File: src/rtl/edge_pkg.sv
// ---------------------------------------------------------------------------
// edge_pkg
// Shared definitions for the input conditioning stages in front of
// edge_detect.
//   state_t          : debounce FSM states (STABLE, QUALIFY)
//   DEB_CYCLES_DEF   : default qualification length in cycles
//   SYNC_STAGES_DEF  : default synchroniser depth
//   cnt_width(n)     : ceil(log2(n)), used to size the qualify counter so it
//                      can hold the value DEB_CYCLES
// ---------------------------------------------------------------------------
package edge_pkg;

    typedef enum logic {
        STABLE  = 1'b0,
        QUALIFY = 1'b1
    } state_t;

    localparam int DEB_CYCLES_DEF  = 4;
    localparam int SYNC_STAGES_DEF = 2;

    // Smallest w with 2**w >= n. Loop bound is fixed so it elaborates cleanly.
    function automatic int cnt_width(input int n);
        int w;
        w = 0;
        for (int i = 0; i < 31; i++) begin
            if ((1 << i) < n) begin
                w = i + 1;
            end
        end
        if (w < 1) begin
            w = 1;
        end
        return w;
    endfunction

endpackage

File: src/rtl/input_debounce_if.sv
// ---------------------------------------------------------------------------
// input_debounce_if
// Signal bundle between a raw-input source and the debouncer.
//   en         : qualification enable (source -> debouncer)
//   data_in    : raw asynchronous level (source -> debouncer)
//   data_out   : debounced, synchronised level (debouncer -> consumer)
//   busy       : candidate transition under qualification
//   glitch_cnt : saturating count of rejected transitions
//   state_dbg  : current FSM state, exported for observation
// There is no handshake: data_in is a level sampled every cycle and all
// outputs are registered levels valid every cycle after reset.
// ---------------------------------------------------------------------------
interface input_debounce_if
    import edge_pkg::*;
#(
    parameter int GLITCH_W = 8
);
    logic                en;
    logic                data_in;
    logic                data_out;
    logic                busy;
    logic [GLITCH_W-1:0] glitch_cnt;
    state_t              state_dbg;

    modport master (
        output en, data_in,
        input  data_out, busy, glitch_cnt, state_dbg
    );

    modport slave (
        input  en, data_in,
        output data_out, busy, glitch_cnt, state_dbg
    );
endinterface

File: src/rtl/sync_chain.sv
// ---------------------------------------------------------------------------
// sync_chain
// Multi-flop synchroniser for one asynchronous bit. Reusable for any raw
// input feeding edge_detect.
//   clk    : destination clock
//   rst_n  : asynchronous active-low reset, loads RST_VAL into every stage
//   init_n : synchronous active-low re-initialise, same effect at the edge
//   d      : asynchronous input
//   q      : synchronised output (last stage)
// ---------------------------------------------------------------------------
module sync_chain #(
    parameter int SYNC_STAGES = 2,
    parameter bit RST_VAL     = 1'b0
) (
    input  logic clk,
    input  logic rst_n,
    input  logic init_n,
    input  logic d,
    output logic q
);

    logic [SYNC_STAGES-1:0] r_chain;

    always_ff @(posedge clk or negedge rst_n) begin
        if (!rst_n) begin
            r_chain <= {SYNC_STAGES{RST_VAL}};
        end else if (!init_n) begin
            r_chain <= {SYNC_STAGES{RST_VAL}};
        end else begin
            r_chain <= {r_chain[SYNC_STAGES-2:0], d};
        end
    end

    assign q = r_chain[SYNC_STAGES-1];

endmodule

File: src/rtl/input_debounce.sv
// ---------------------------------------------------------------------------
// input_debounce
// Synchronises a bouncy asynchronous level and forwards it only after it has
// differed from the current output for DEB_CYCLES consecutive cycles, so the
// downstream edge_detect sees one clean transition per real transition.
// Aborted qualifications (bounces) are counted in a saturating counter.
//   clk    : clock, rising edge
//   rst_n  : asynchronous active-low reset
//   init_n : synchronous active-low re-initialise (priority over en)
//   bus    : slave side of input_debounce_if (en, data_in in; data_out,
//            busy, glitch_cnt, state_dbg out)
// All outputs are registered; there is no combinational path from data_in.
// ---------------------------------------------------------------------------
module input_debounce
    import edge_pkg::*;
#(
    parameter int SYNC_STAGES = SYNC_STAGES_DEF,
    parameter int DEB_CYCLES  = DEB_CYCLES_DEF,
    parameter bit RST_VAL     = 1'b0,
    parameter int GLITCH_W    = 8
) (
    input  logic              clk,
    input  logic              rst_n,
    input  logic              init_n,
    input_debounce_if.slave   bus
);

    localparam int               CNT_W = cnt_width(DEB_CYCLES + 1);
    localparam logic [CNT_W-1:0] LAST  = CNT_W'(DEB_CYCLES - 1);

    logic                w_sync_q;
    state_t              r_state;
    state_t              w_state_nxt;
    logic [CNT_W-1:0]    r_cnt;
    logic [CNT_W-1:0]    w_cnt_nxt;
    logic                r_out;
    logic                w_out_nxt;
    logic [GLITCH_W-1:0] r_glitch;
    logic [GLITCH_W-1:0] w_glitch_nxt;

    sync_chain #(
        .SYNC_STAGES (SYNC_STAGES),
        .RST_VAL     (RST_VAL)
    ) u_sync (
        .clk    (clk),
        .rst_n  (rst_n),
        .init_n (init_n),
        .d      (bus.data_in),
        .q      (w_sync_q)
    );

    always_ff @(posedge clk or negedge rst_n) begin
        if (!rst_n) begin
            r_state  <= STABLE;
            r_cnt    <= '0;
            r_out    <= RST_VAL;
            r_glitch <= '0;
        end else if (!init_n) begin
            r_state  <= STABLE;
            r_cnt    <= '0;
            r_out    <= RST_VAL;
            r_glitch <= '0;
        end else begin
            r_state  <= w_state_nxt;
            r_cnt    <= w_cnt_nxt;
            r_out    <= w_out_nxt;
            r_glitch <= w_glitch_nxt;
        end
    end

    always_comb begin
        w_state_nxt  = r_state;
        w_cnt_nxt    = r_cnt;
        w_out_nxt    = r_out;
        w_glitch_nxt = r_glitch;

        if (!bus.en) begin
            // Abort silently: a disabled qualification is not a bounce.
            w_state_nxt = STABLE;
            w_cnt_nxt   = '0;
        end else begin
            case (r_state)
                STABLE: begin
                    if (w_sync_q != r_out) begin
                        if (DEB_CYCLES == 1) begin
                            w_out_nxt = w_sync_q;
                        end else begin
                            // The first differing cycle already counts as one.
                            w_state_nxt = QUALIFY;
                            w_cnt_nxt   = CNT_W'(1);
                        end
                    end
                end
                QUALIFY: begin
                    if (w_sync_q == r_out) begin
                        w_state_nxt = STABLE;
                        w_cnt_nxt   = '0;
                        if (r_glitch != {GLITCH_W{1'b1}}) begin
                            w_glitch_nxt = r_glitch + GLITCH_W'(1);
                        end
                    end else if (r_cnt == LAST) begin
                        w_state_nxt = STABLE;
                        w_cnt_nxt   = '0;
                        w_out_nxt   = w_sync_q;
                    end else begin
                        w_cnt_nxt = r_cnt + CNT_W'(1);
                    end
                end
                default: begin
                    w_state_nxt = STABLE;
                    w_cnt_nxt   = '0;
                end
            endcase
        end
    end

    assign bus.data_out   = r_out;
    assign bus.busy       = (r_state == QUALIFY);
    assign bus.glitch_cnt = r_glitch;
    assign bus.state_dbg  = r_state;

endmodule

File: src/flat_wrapper.sv
// flat-port wrapper written by rule: the top's interface ports become plain ports
module input_debounce_flat import edge_pkg::*;
#(
    parameter int SYNC_STAGES = SYNC_STAGES_DEF,
    parameter int DEB_CYCLES  = DEB_CYCLES_DEF,
    parameter bit RST_VAL     = 1'b0,
    parameter int GLITCH_W    = 8
)
  (clk, rst_n, init_n, bus_en, bus_data_in, bus_data_out, bus_busy, bus_glitch_cnt, bus_state_dbg);
  input_debounce_if #(.GLITCH_W(GLITCH_W)) bus_i ();
  input  logic clk;
  input  logic rst_n;
  input  logic init_n;
  input wire logic [$bits(bus_i.en)-1:0] bus_en;
  input wire logic [$bits(bus_i.data_in)-1:0] bus_data_in;
  output wire logic [$bits(bus_i.data_out)-1:0] bus_data_out;
  output wire logic [$bits(bus_i.busy)-1:0] bus_busy;
  output wire logic [$bits(bus_i.glitch_cnt)-1:0] bus_glitch_cnt;
  output wire logic [$bits(bus_i.state_dbg)-1:0] bus_state_dbg;
  assign bus_i.en = bus_en;
  assign bus_i.data_in = bus_data_in;
  assign bus_data_out = bus_i.data_out;
  assign bus_busy = bus_i.busy;
  assign bus_glitch_cnt = bus_i.glitch_cnt;
  assign bus_state_dbg = bus_i.state_dbg;
  input_debounce #(.SYNC_STAGES(SYNC_STAGES), .DEB_CYCLES(DEB_CYCLES), .RST_VAL(RST_VAL), .GLITCH_W(GLITCH_W)) u_core (.clk(clk), .rst_n(rst_n), .init_n(init_n), .bus(bus_i));
endmodule
File: config.mk
export PLATFORM = sky130hd
export DESIGN_NAME = input_debounce_flat
export DESIGN_NICKNAME = d
export VERILOG_FILES = /design/src/rtl/edge_pkg.sv /design/src/rtl/input_debounce_if.sv /design/src/rtl/sync_chain.sv /design/src/rtl/input_debounce.sv /design/src/flat_wrapper.sv
export SDC_FILE = /design/constraint.sdc
export NUM_CORES = 1
export LEC_CHECK = 0
export ABC_CLOCK_PERIOD_IN_PS = 2500
export CORE_MARGIN = 4
export CORE_UTILIZATION = 52
export CTS_CLUSTER_DIAMETER = 80
export DETAILED_ROUTE_END_ITERATION = 10
export PLACE_DENSITY = 0.87
export SETUP_SLACK_MARGIN = 0.02
export SYNTH_ARGS = -nofsm -noshare
export SYNTH_HDL_FRONTEND = slang
export SYNTH_SLANG_ARGS = --single-unit
File: constraint.sdc
create_clock -name clk -period 2.5 [get_ports clk]
set_input_delay 0.5 -clock clk [delete_from_list [all_inputs] [get_ports clk]]
set_output_delay 0.5 -clock clk [all_outputs]
set_load 0.01 [all_outputs]
==> impl_metrics.env <==
export IMPL_ys_seq_elements=15
export IMPL_netlist_area_um2=779.5
export IMPL_antenna_found_initial=0
export IMPL_netSwitchingPower_uw=101.9
export IMPL_outcome="complete, no violations"
export IMPL_cts_tree="done"
export IMPL_antenna_left=0
export IMPL_r2r_end="u_core.bus.glitch_cnt[1]"
export IMPL_drc=0
export IMPL_crit_start="u_core.bus.busy"
export IMPL_crit_chain="clkdlybuf4s50_1"
export IMPL_synthDistinctLibCells=34
export IMPL_fin_ws_ns=0.5900
export IMPL_post_drt_wl_per_cell_um=14.06
export IMPL_multi_input_area_um2=385.4
export IMPL_finalCriticalPeriod_ns=1.910
export IMPL_synth_edf_count=0
export IMPL_viasPerCell=5.698
export IMPL_fin_nets=99
export IMPL_ys_seq_area_frac=0.4815
export IMPL_fin_setup_tns_ns=0
export IMPL_ctsResizeCount=0
export IMPL_cp_start_kind="register"
export IMPL_avgSynthCellArea_um2=10.68
export IMPL_finClkSkew_ns=0.006991
export IMPL_diodes=0
export IMPL_vias=604
export IMPL_dieArea_um2=2182
export IMPL_powerDensity_nw_per_um2=430.0
export IMPL_netlist_top_cell_by_area="dfrtp_1"
export IMPL_io_buffers=15
export IMPL_tightestPinTransition_ns=0.6617
export IMPL_setup_viol=0
export IMPL_synth_top_area_frac=0.4815
export IMPL_critPathMaxStageDelay_ns=0.60
export IMPL_grt_use_met3=0.05078
export IMPL_cts_made_buffers=3
export IMPL_track_usage=0.1681
export IMPL_crit_path_end="bus_busy"
export IMPL_path_class="register to output port"
export IMPL_async_reset_ff_frac=1.000
export IMPL_grt_max_degree=16
export IMPL_firstDrtPassIters=4
export IMPL_fin_crit_sh=0.7640
export IMPL_clkTransAtPathRegs_ns=0.10
export IMPL_dp_hpwl_um=1099
export IMPL_die_h_um=46.72
export IMPL_ir_worst_vdd_mv=0.3360
export IMPL_r2r_cells=5
export IMPL_synth_warnings=0
export IMPL_cp_depth=1
export IMPL_required_ns=2.00
export IMPL_path_delay_family="buffers and inverters"
export IMPL_max_cap_viol_count=0
export IMPL_crit_path_top_delay_cell="clkdlybuf4s50_1"
export IMPL_regArea_um2=375.4
export IMPL_rrSetupSlack_ns=0.84
export IMPL_clkPwrFrac=0.345
export IMPL_ios=16
export IMPL_die_x_um=46.72
export IMPL_coreArea_um2=1350
export IMPL_slew_viol_final=0
export IMPL_pwr_share_seq=0.588
export IMPL_intPower_uw=317.3
export IMPL_drtIter0Drc=9
export IMPL_pre_cts_slack_ns=0.5597
export IMPL_rows=13
export IMPL_hold_viol_final=0
export IMPL_path_buf_inv=1
export IMPL_cts_htree_levels=1
export IMPL_max_freq_ghz=0.5236
export IMPL_drive_gt1_frac=0.1319
export IMPL_path_max_fanout=10
export IMPL_maxSlewHeadroom=0.5575
export IMPL_synth_nets=80
export IMPL_grt_met2_usage=0.2555
export IMPL_grtUsageMet1=0.2053
export IMPL_ys_flop_type="dfrtp_1"
export IMPL_routed_wl_um=1490
export IMPL_grt_overflow_total=0
export IMPL_grt_pass1_vias=615
export IMPL_syn_inst=73
export IMPL_rsz0062_at_grt="false"
export IMPL_clk_latency_ns=0.29
export IMPL_gp_congestion=0.7495
export IMPL_fillers=103
export IMPL_initial_core_util=0.5774
export IMPL_timing_rr_start="u_core.bus.glitch_cnt[0]"
export IMPL_cts_sinks=15
export IMPL_comb_power_share=0.066
export IMPL_cts_root_buffer="clkbuf_4"
export IMPL_syn2layout_area_growth_pct=25.04
export IMPL_cp_end_kind="output port"
export IMPL_leakagePower_nw=0.4438
export IMPL_grt_pass1_wl_um=2525
export IMPL_synthTopCellsByArea="dfrtp_1 48%, mux2i_1 6.4%, ha_1 3.2%"
export IMPL_busiest_layer="met2"
export IMPL_postCtsSetupBuffers=0
export IMPL_cts_hold_buf=0
export IMPL_crit_arrival_ns=1.41
export IMPL_hold_path_class="register to register"
export IMPL_clockBufferDepth=2
export IMPL_sw_frac_of_total=0.2431
-- state kept, by name (all words and copies together), names as in the netlist --
signal                 count
u_core.bus.glitch_cnt      8
u_core.bus.busy            1
u_core.u_sync.r_chain      2
u_core.bus.data_out        1
u_core.r_cnt               3
-- worst min path at each step --
stage                        startpoint                  endpoint  slack (ns)  depth (start not counted)
6_report       u_core.u_sync.r_chain[0]  u_core.u_sync.r_chain[1]        0.47                          1
5_1_grt        u_core.u_sync.r_chain[0]  u_core.u_sync.r_chain[1]        0.51                          1
4_1_cts        u_core.u_sync.r_chain[0]  u_core.u_sync.r_chain[1]        0.47                          1
3_5_place_dp   u_core.u_sync.r_chain[0]  u_core.u_sync.r_chain[1]        0.45                          1
3_3_place_gp   u_core.u_sync.r_chain[0]  u_core.u_sync.r_chain[1]        0.44                          1
2_1_floorplan                     rst_n           u_core.bus.busy        0.20                          0
-- cells in the mapped netlist (all sizes together) (2+ instances only) --
library cell and count:
mux2i 5, nand2b 2, and4 3, a21oi 4
a211oi 2, nand4 2, and3 2, nand3 3
and2 2, ha 2, o21ai 3, dfrtp 15
nand2 6, inv 2, nor2 6
-- power by group through the flow --
| stage | Clock (mW) | Sequential [mW] | Combinational [mW] |
|---|---|---|---|
| detailed placement | 0 | 0.251 | 0.0283 |
| finish | 0.145 | 0.247 | 0.0278 |
| CTS | 0.148 | 0.247 | 0.0284 |
| global placement | 0 | 0.251 | 0.0273 |
| floorplan | 0 | 0.251 | 0.0113 |
| global route | 0.163 | 0.247 | 0.0307 |
-- cells by family (layout without fill, tap and decap cells) --
| kind of cell | count (synthesis) | after routing | share of synthesized area |
|---|---|---|---|
| AND/OR/NAND/NOR | 32 | 32 | 0.2472 |
| flip-flops | 15 | 15 | 0.4815 |
| AO/OA/AOI/OAI | 13 | 13 | 0.1188 |
| adder cells (fa/ha/maj) | 2 | 2 | 0.03210 |
| XOR/XNOR | 2 | 2 | 0.03211 |
| buffers and inverters | 4 | 22 | 0.02408 |
| multiplexers | 5 | 5 | 0.06421 |
-- layer usage --
metal / share of wire / vias to the layer above
li1: - / 302
met1: 0.45 / 278
met2: 0.47 / 20
met3: 0.063 / 4
met4: 0.013 / 0
met5: 0 / -
-- through the flow --
step	hold WS (ns)	std cells	util	power [mW]	area, um2
floorplan	0.2044	73	-	0.2627	779.5
global placement	0.4406	102	0.6997	0.2785	944.7
detailed placement	0.4472	102	0.6997	0.2797	944.7
CTS	0.4731	106	0.7220	0.4233	974.7
global route	0.5066	106	0.7220	0.4412	974.7
finish	0.4725	106	0.7220	0.4191	974.7
-- layout by cell type, fill, tap and decap left out, drive strengths merged --
cell and n:
mux2i 5, and3 2, a21oi 4, a211oi 2, o211ai 1, clkinvlp 1, nor3 1, o21ai 3
dfrtp 15, and2 2, xnor2 1, nor2 6, nor3b 1, buf 1, ha 2, nand4 2
clkdlybuf4s50 15, clkbuf 3, a21o 1, nand3b 1, and4 3, a31oi 1, nand2 6, xor2 1
inv 2, nor2b 1, nand3 3, nand2b 2, nor4bb 1, o31ai 1, and4b 1
-- area by class of cell --
cell class / instances / area share
well taps: 15 / 0.01926
flip-flops and latches: 15 / 0.3851
clock buffers: 3 / 0.02311
repair buffers: 16 / 0.1617
inverters: 2 / 0.007702
clock inverters: 1 / 0.007702
multi-input cells: 54 / 0.3954
(Power assumes the default switching activity.)
